File: src/rtl/mem_arb_pkg.sv
// mem_arb_pkg: shared constants and types for the data-RAM arbiter.
//   - RAM width-op codes and the fixed op used for instruction fetches
//   - arbiter FSM state codes
//   - requester id type used for grant bookkeeping
package mem_arb_pkg;

  localparam int WDT_TYPE_CNT = 2;

  localparam logic [WDT_TYPE_CNT-1:0] WDT8  = 2'd0;
  localparam logic [WDT_TYPE_CNT-1:0] WDT16 = 2'd1;
  localparam logic [WDT_TYPE_CNT-1:0] WDT32 = 2'd2;
  localparam logic [WDT_TYPE_CNT-1:0] WDT64 = 2'd3;

  // Fetches are always a full 32-bit instruction word.
  localparam logic [WDT_TYPE_CNT-1:0] IFU_OP = WDT32;

  localparam logic [1:0] S_IDLE  = 2'd0;
  localparam logic [1:0] S_ISSUE = 2'd1;
  localparam logic [1:0] S_RESP  = 2'd2;

  typedef enum logic {
    REQ_IFU = 1'b0,
    REQ_LSU = 1'b1
  } req_id_e;

endpackage

File: src/rtl/mem_arbiter_rr_arb2.sv
// rr_arb2: combinational 2-way round-robin grant.
//   ifu_valid, lsu_valid : requests
//   last_grant           : requester served most recently
//   gnt_ifu, gnt_lsu     : one-hot (or zero) grant
// On a tie the requester that was not served last wins.
module rr_arb2
  import mem_arb_pkg::*;
(
  input  logic    ifu_valid,
  input  logic    lsu_valid,
  input  req_id_e last_grant,
  output logic    gnt_ifu,
  output logic    gnt_lsu
);

  assign gnt_ifu = ifu_valid && (!lsu_valid || (last_grant == REQ_LSU));
  assign gnt_lsu = lsu_valid && (!ifu_valid || (last_grant == REQ_IFU));

endmodule

File: src/rtl/mem_arbiter.sv
// mem_arbiter: shares the single-port data RAM between the IFU and the LSU.
// Each access runs IDLE -> ISSUE -> RESP with one access outstanding.
//   clk, rst                 : clock, async active-high reset
//   ifu_req_*/ifu_addr       : fetch request channel (read-only, 32-bit)
//   ifu_resp_*/ifu_rdata     : fetch response channel
//   lsu_req_*/lsu_addr/...   : load/store request channel
//   lsu_resp_*/lsu_rdata     : load data / store completion
//   mem_*/wdt_op             : RAM control; mem_rdata valid one cycle after issue
//
// state   | meaning
// S_IDLE  | arbitrate, accept one request
// S_ISSUE | drive RAM strobe for exactly one cycle
// S_RESP  | present response to grantee until it is consumed
module mem_arbiter
  import mem_arb_pkg::*;
#(
  parameter int ADDR_W  = 64,
  parameter int WADDR_W = 32,
  parameter int DATA_W  = 64,
  parameter int WDT_W   = WDT_TYPE_CNT
) (
  input  logic               clk,
  input  logic               rst,
  input  logic               ifu_req_valid,
  output logic               ifu_req_ready,
  input  logic [ADDR_W-1:0]  ifu_addr,
  output logic               ifu_resp_valid,
  input  logic               ifu_resp_ready,
  output logic [31:0]        ifu_rdata,
  input  logic               lsu_req_valid,
  output logic               lsu_req_ready,
  input  logic [ADDR_W-1:0]  lsu_addr,
  input  logic               lsu_wen,
  input  logic [DATA_W-1:0]  lsu_wdata,
  input  logic [WDT_W-1:0]   lsu_wdt_op,
  output logic               lsu_resp_valid,
  input  logic               lsu_resp_ready,
  output logic [DATA_W-1:0]  lsu_rdata,
  output logic [ADDR_W-1:0]  mem_raddr,
  output logic [WADDR_W-1:0] mem_waddr,
  output logic [DATA_W-1:0]  mem_wdata,
  output logic               mem_ren,
  output logic               mem_wen,
  output logic [WDT_W-1:0]   wdt_op,
  input  logic [DATA_W-1:0]  mem_rdata
);

  logic [1:0]        state;
  req_id_e           last_grant;
  logic [ADDR_W-1:0] addr_q;
  logic [DATA_W-1:0] wdata_q;
  logic [WDT_W-1:0]  op_q;
  logic              wen_q;

  logic gnt_ifu;
  logic gnt_lsu;
  logic in_idle;
  logic resp_hs;

  rr_arb2 u_rr_arb2 (
    .ifu_valid  (ifu_req_valid),
    .lsu_valid  (lsu_req_valid),
    .last_grant (last_grant),
    .gnt_ifu    (gnt_ifu),
    .gnt_lsu    (gnt_lsu)
  );

  // Ready is suppressed while reset is held so no handshake is seen at release.
  assign in_idle       = (state == S_IDLE) && !rst;
  assign ifu_req_ready = in_idle && gnt_ifu;
  assign lsu_req_ready = in_idle && gnt_lsu;

  // last_grant doubles as the id of the requester owning the current access.
  assign ifu_resp_valid = (state == S_RESP) && (last_grant == REQ_IFU);
  assign lsu_resp_valid = (state == S_RESP) && (last_grant == REQ_LSU);
  assign resp_hs        = (ifu_resp_valid && ifu_resp_ready) ||
                          (lsu_resp_valid && lsu_resp_ready);

  always_ff @(posedge clk or posedge rst) begin
    if (rst) begin
      state      <= S_IDLE;
      last_grant <= REQ_LSU;
      addr_q     <= '0;
      wdata_q    <= '0;
      op_q       <= '0;
      wen_q      <= 1'b0;
    end else begin
      case (state)
        S_IDLE: begin
          if (ifu_req_ready) begin
            // Fetch addresses are forced word-aligned.
            addr_q     <= ifu_addr & ~{{(ADDR_W-2){1'b0}}, 2'b11};
            wdata_q    <= '0;
            op_q       <= WDT_W'(IFU_OP);
            wen_q      <= 1'b0;
            last_grant <= REQ_IFU;
            state      <= S_ISSUE;
          end else if (lsu_req_ready) begin
            addr_q     <= lsu_addr;
            wdata_q    <= lsu_wdata;
            op_q       <= lsu_wdt_op;
            wen_q      <= lsu_wen;
            last_grant <= REQ_LSU;
            state      <= S_ISSUE;
          end
        end
        S_ISSUE: state <= S_RESP;
        S_RESP: begin
          if (resp_hs) state <= S_IDLE;
        end
        default: state <= S_IDLE;
      endcase
    end
  end

  // Address and op stay on the bus after issue: the RAM's lane select is live.
  assign mem_raddr = addr_q;
  assign mem_waddr = addr_q[WADDR_W-1:0];
  assign mem_wdata = wdata_q;
  assign wdt_op    = op_q;
  assign mem_ren   = (state == S_ISSUE) && !wen_q;
  assign mem_wen   = (state == S_ISSUE) && wen_q;

  assign ifu_rdata = !ifu_resp_valid ? 32'd0 :
                     addr_q[2] ? mem_rdata[63:32] : mem_rdata[31:0];
  assign lsu_rdata = (lsu_resp_valid && !wen_q) ? mem_rdata : '0;

endmodule
File: config.mk
export PLATFORM = sky130hd
export DESIGN_NAME = mem_arbiter
export DESIGN_NICKNAME = d
export VERILOG_FILES = /design/src/rtl/mem_arb_pkg.sv /design/src/rtl/mem_arbiter_rr_arb2.sv /design/src/rtl/mem_arbiter.sv
export SDC_FILE = /design/constraint.sdc
export NUM_CORES = 1
export LEC_CHECK = 0
export BUFFER_PORTS_ARGS = -buffer_cell sky130_fd_sc_hd__buf_4
export CAP_MARGIN = 5
export CELL_PAD_IN_SITES_DETAIL_PLACEMENT = 2
export CELL_PAD_IN_SITES_GLOBAL_PLACEMENT = 2
export CORE_AREA = 10 10 197 199
export CTS_CLUSTER_DIAMETER = 60
export DETAILED_ROUTE_END_ITERATION = 10
export DIE_AREA = 0 0 207 209
export PLACE_DENSITY = 0.87
export SLEW_MARGIN = 5
export SYNTH_ARGS = -nofsm -noshare
export SYNTH_HDL_FRONTEND = slang
export SYNTH_SLANG_ARGS = --single-unit
File: constraint.sdc
create_clock -name clk -period 6.7 [get_ports clk]
set_input_delay 0.67 -clock clk [delete_from_list [all_inputs] [get_ports clk]]
set_output_delay 0.67 -clock clk [all_outputs]
set_load 0.01 [all_outputs]
==> flow_metrics.env, run 1 <==
export IMPL_synthTopCellsByCount="dfrtp_1 (133), a22o_1 (68), and3_1 (65)"
export IMPL_numCtsBuffers=17
export IMPL_yosysSeqAreaShare_pct=45.9
export IMPL_grt_usage_pct=19.8
export IMPL_cpPeakStageDelay_ns=0.57
export IMPL_path_clk_slew_ns=0.07
export IMPL_worst_setup_path_start_kind="register"
export IMPL_critPathRequiredTime_ns=6.97
export IMPL_cap_violations=0
export IMPL_routabilityCongestion=0.965
export IMPL_p_leak_nw=5.94
export IMPL_wl_per_cell_um=27.5
export IMPL_grt_pass1_vias=9190
export IMPL_clkLatencyLatePin_ns=0.43
export IMPL_placed_cells=1608
export IMPL_synth_cell_types=30
export IMPL_fin_crit_sh_pct=45.3
export IMPL_critPathCaptureType="register"
export IMPL_critPathLaunch="state[0]"
export IMPL_antenna_found_initial=4
export IMPL_initial_utilization_pct=20.8
export IMPL_cts_root_buf="clkbuf_16"
export IMPL_vias=8219
export IMPL_dieArea_mm2=0.0433
export IMPL_criticalPathCategory="register to register"
export IMPL_cts_hold_buf=0
export IMPL_synth_ff_type="dfrtp_1"
export IMPL_p_sw_share_pct=41.8
export IMPL_outcome="completed"
export IMPL_r2r_end="mem_raddr[13]"
export IMPL_synth_top_area_share_pct=45.6
export IMPL_r2r_slack_ns=3.66
export IMPL_crit_cells=7
export IMPL_grt_max_degree=77
export IMPL_io_pins=529
export IMPL_worstPathBufferInverterCount=4
export IMPL_syn_area_per_cell_um2=9.95
export IMPL_final_cells=1641
export IMPL_die_h_um=209
export IMPL_r2r_start="state[0]"
export IMPL_cts_sinks=134
export IMPL_grt_overflow=0
export IMPL_final_nets=1431
export IMPL_setup_tns_ns=0
export IMPL_hold_viol=0
export IMPL_power_frac_comb_pct=50.6
export IMPL_p_seq_share_pct=30.0
export IMPL_rows=69
export IMPL_yosysWarningCount=0
export IMPL_fill_cells=3918
export IMPL_post_drt_via_cell_ratio=5.01
export IMPL_drtIter0Drc=457
export IMPL_cts_tree="done"
export IMPL_post_cts_buffers=0
export IMPL_crit_fanout=69
export IMPL_switchingPower_mw=2.09
export IMPL_dr_pass1_iters=6
export IMPL_reg2reg_depth=7
export IMPL_ant_nets=0
export IMPL_relSlewSlack_pct=30.3
export IMPL_core_area_mm2=0.0351
export IMPL_crit_arrival_ns=3.31
export IMPL_drc=0
export IMPL_layout_drive_gt1_share_pct=51.3
export IMPL_synthToLayoutAreaGrowth_pct=62.3
export IMPL_period_minus_slack_ns=3.04
export IMPL_cts_resized_gates=0
export IMPL_cp_slowest_cell="inv_2"
export IMPL_yosysMostFrequentCell="dfrtp_1"
export IMPL_utilization_pct=33.8
export IMPL_crit_top_cell="buf_4"
export IMPL_peakVddDrop_uv=151
export IMPL_postRouteWirelength_um=45200
export IMPL_syn_nets=999
export IMPL_die_width_um=207
export IMPL_drv_slew=0
export IMPL_grt_pass1_wl_um=66000
export IMPL_rsz0062_at_grt="false"
export IMPL_pre_cts_slack_ns=3.33
export IMPL_netlist_top_cell_by_area="dfrtp_1"
export IMPL_synth_edf_count=0
export IMPL_p_int_mw=2.91
export IMPL_clock_path_buffers=2
export IMPL_power_density_mw_per_mm2=423
export IMPL_worst_slew_pin_slew_ns=1.04
export IMPL_cp_top_family="buffers and inverters"
export IMPL_crit_chain="nor3_4, buf_4, nand2_2, buf_4, inv_2, buf_4, a31oi_1"
export IMPL_fmax_ghz=0.329
export IMPL_htreeDepth=4
export IMPL_clockPowerShare_pct=19.5
export IMPL_min_path_type="primary input to asynchronous set/reset pin"
export IMPL_dp_hpwl_um=34100
export IMPL_synth_async_reset_ratio_pct=100
export IMPL_netlist_instances=734
export IMPL_syn_area_mm2=0.00730
export IMPL_ys_ff_latch=134
export IMPL_place_port_buffers=526
export IMPL_finalClockSkew_ns=0.0145
export IMPL_synth_area_leaders="dfrtp_1 (46%), a22o_1 (8.2%), and3_1 (5.6%)"
export IMPL_endpoint="mem_raddr[13]"
export IMPL_setup_viol=0
export IMPL_fin_ws_ns=3.66
==> metrics by stage <==
step	power (mW)	cell area [um2]	hold WS, ns
after floorplan	2.71	7300	0.488
after global placement	3.96	11300	0.486
after detailed placement	4.07	11300	0.482
after CTS	5.08	11800	0.351
after global routing	5.29	11800	0.381
final	5.01	11800	0.338
==> power groups by stage <==
stage	combinational [mW]	clock [mW]	sequential (mW)
floorplan	1.12	0	1.59
global placement	2.49	0	1.47
detailed placement	2.57	0	1.50
CTS	2.58	0.997	1.50
global route	2.71	1.03	1.55
finish	2.53	0.974	1.50
==> flip-flops by register name (all words and copies together), names as in the netlist <==
signal,flops
wen_q,1
mem_wdata,64
wdt_op,2
state,2
last_grant,1
mem_raddr,64
==> metal layers <==
layer	global-route usage [%]	vias to the layer above	share of wire, %
met3	6.23	50	6.7
met5	0	-	0.029
met4	6.07	2	2.6
li1	-	3641	-
met1	20.8	4193	38
met2	36.6	333	53
==> worst min path at each step <==
stage	slack [ns]	to	start	cells after the start
2_1_floorplan	0.49	wen_q	wen_q	1
3_3_place_gp	0.49	mem_wdata[14]	mem_wdata[14]	1
3_5_place_dp	0.48	mem_wdata[26]	mem_wdata[26]	1
4_1_cts	0.35	mem_raddr[7]	rst	2
5_1_grt	0.38	mem_raddr[7]	rst	2
6_report	0.34	mem_raddr[7]	rst	2
==> layout by cell type, fill, tap and decap left out, types with 3 or more instances in the layout <==
master / n
buf_4: 542
nand4_1: 62
and3_1: 64
inv_6: 4
inv_1: 4
o31ai_1: 44
nor2_1: 34
a22o_1: 68
nand2b_1: 3
clkinv_4: 3
mux2i_1: 32
a31oi_1: 62
o31ai_2: 18
clkbuf_16: 17
a21oi_1: 62
dfrtp_1: 132
==> area by class of cell <==
| class | count | area (um2) | area share [%] |
|---|---|---|---|
| Clock inverter | 12 | 144 | 1.21 |
| Multi-Input combinational cell | 464 | 3220 | 27.2 |
| Clock buffer | 20 | 447 | 3.77 |
| Sequential cell | 134 | 3360 | 28.3 |
| Timing Repair Buffer | 542 | 4070 | 34.3 |
| Inverter | 7 | 31.3 | 0.264 |
| Antenna cell | 1 | 2.50 | 0.0211 |
| Tap cell | 461 | 577 | 4.87 |
==> logic make-up after synthesis <==
kind of cell / count (synthesis) / synth area share (%)
buf+inv: 136 / 10.1
flops: 134 / 45.9
simple gates: 174 / 13.8
compound gates: 257 / 25.6
mux: 33 / 4.54
(Power assumes the default switching activity.)
==> run 2, diff against run 1 <==
--- a/config.mk
+++ b/config.mk
@@ -9,11 +9,11 @@
 export CAP_MARGIN = 5
 export CELL_PAD_IN_SITES_DETAIL_PLACEMENT = 2
 export CELL_PAD_IN_SITES_GLOBAL_PLACEMENT = 2
-export CORE_AREA = 10 10 197 199
+export CORE_AREA = 10 10 199 201
 export CTS_CLUSTER_DIAMETER = 60
 export DETAILED_ROUTE_END_ITERATION = 10
-export DIE_AREA = 0 0 207 209
-export PLACE_DENSITY = 0.87
+export DIE_AREA = 0 0 209 211
+export PLACE_DENSITY = 0.85
 export SLEW_MARGIN = 5
 export SYNTH_ARGS = -nofsm -noshare
 export SYNTH_HDL_FRONTEND = slang
==> constraint.sdc (replaced) <==
create_clock -name clk -period 3.2 [get_ports clk]
set_input_delay 0.32 -clock clk [delete_from_list [all_inputs] [get_ports clk]]
set_output_delay 0.32 -clock clk [all_outputs]
set_load 0.01 [all_outputs]
==> flow_metrics.env, run 2 (synthesis gave the netlist of run 1 again) <==
export IMPL_outcome="completed"
export IMPL_critPathRequiredTime_ns=2.88
export IMPL_fmax_ghz=0.350
export IMPL_hold_viol=0
export IMPL_worst_slew_pin_slew_ns=0.917
export IMPL_dr_pass1_iters=4
export IMPL_antenna_found_initial=5
export IMPL_finalClockSkew_ns=0.0186
export IMPL_p_leak_nw=6.02
export IMPL_fin_crit_sh_pct=89.3
export IMPL_pre_cts_slack_ns=0.868
export IMPL_dieArea_mm2=0.0441
export IMPL_ant_nets=0
export IMPL_power_density_mw_per_mm2=883
export IMPL_initial_utilization_pct=20.6
export IMPL_cap_violations=0
export IMPL_fill_cells=3919
export IMPL_final_nets=1438
export IMPL_clkLatencyLatePin_ns=0.43
export IMPL_grt_max_degree=88
export IMPL_final_cells=1649
export IMPL_die_width_um=209
export IMPL_crit_fanout=19
export IMPL_io_pins=529
export IMPL_core_area_mm2=0.0354
export IMPL_hp_start="lsu_addr[0]"
export IMPL_routabilityCongestion=0.924
export IMPL_grt_overflow=0
export IMPL_period_minus_slack_ns=2.86
export IMPL_design_area_mm2=0.0120
export IMPL_drc=0
export IMPL_path_clk_slew_ns=0.07
export IMPL_fin_ws_ns=0.343
export IMPL_power_mw=10.6
export IMPL_final_common_cell="buf_4"
export IMPL_vias=8242
export IMPL_grt_pass1_vias=9245
export IMPL_dp_hpwl_um=33700
export IMPL_cts_tree="done"
export IMPL_multi_input_comb_area_mm2=0.00322
export IMPL_min_path_type="primary input to register"
export IMPL_final_cell_mix="buf_4 (541), dfrtp_1 (132), a22o_1 (68), and3_1 (64)"
export IMPL_seq_area_mm2=0.00336
export IMPL_drtIter0Drc=384
export IMPL_critPathCaptureType="primary output"
export IMPL_relSlewSlack_pct=38.8
export IMPL_grt_pass1_wl_um=63500
export IMPL_place_port_buffers=526
export IMPL_cts_sinks=134
export IMPL_critPathLaunch="rst"
export IMPL_postRouteWirelength_um=43900
export IMPL_die_h_um=211
export IMPL_crit_arrival_ns=2.54
export IMPL_placed_cells=1614
export IMPL_cts_root_buf="clkbuf_16"
export IMPL_clock_path_buffers=2
export IMPL_rows=69
export IMPL_place_area_mm2=0.0114
export IMPL_worst_setup_path_start_kind="primary input"
export IMPL_peakVddDrop_uv=342
export IMPL_wl_per_cell_um=26.6
export IMPL_drv_slew=0
export IMPL_setup_viol=0
export IMPL_rsz0062_at_grt="false"
export IMPL_synthToLayoutAreaGrowth_pct=64.8
export IMPL_grt_usage_pct=18.7
export IMPL_htreeDepth=4
export IMPL_r2r_start="state[0]"
export IMPL_criticalPathCategory="primary input to primary output"
export IMPL_layout_drive_gt1_share_pct=51.7
export IMPL_utilization_pct=34.0
export IMPL_setup_tns_ns=0
export IMPL_holdWs_ns=0.116
export IMPL_numCtsBuffers=17
export IMPL_post_drt_via_cell_ratio=5.00
==> run 2: power by group <==
part	switching [mW]	internal [mW]
Sequential	0.688	2.49
Clock	0.897	1.26
Combinational	2.80	2.49
==> run 2: metal layers <==
metal | GRT usage, % | share of wire, %
met1 | 20.0 | 37
met4 | 6.72 | 3.0
met5 | 0 | 0.068
met3 | 7.29 | 8.5
met2 | 33.0 | 51
==> run 2: worst max-delay path, cell delays in order <==
cell and delay (ns):
dlygate4sd3_1 0.57, buf_4 0.17, nor3_4 0.57, and3_2 0.66, buf_4 0.22
==> run 2: layout make-up <==
cell class,count,area share (%)
Antenna cell,2,0.0416
Clock buffer,17,3.54
Clock inverter,15,1.73
Inverter,7,0.250
Multi-Input combinational cell,464,26.8
Sequential cell,134,27.9
Tap cell,461,4.79
Timing Repair Buffer,549,35.0
==> run 2: path summary, 6_finish.rpt <==
| check | to | slack [ns] | cells past startpoint |
|---|---|---|---|
| worst min-delay path | mem_raddr[0] | 0.12 | 2 |
| worst min register to register | mem_wdata[8] | 0.51 | 1 |
| worst max-delay path | lsu_req_ready | 0.34 | 5 |
| max in group asynchronous | last_grant | 1.87 | 4 |
| min in group asynchronous | mem_raddr[8] | 0.56 | 3 |
| worst max register to register | mem_wdata[13] | 0.87 | 4 |
==> run 2: what timing repair did <==
| item | 4_1_cts | 5_1_grt |
|---|---|---|
| endpoints found under the hold margin | 17 | 0 |
| setup buffers | 0 | 0 |
| gates resized for setup | 0 | 0 |
| hold buffers | 1 | 0 |
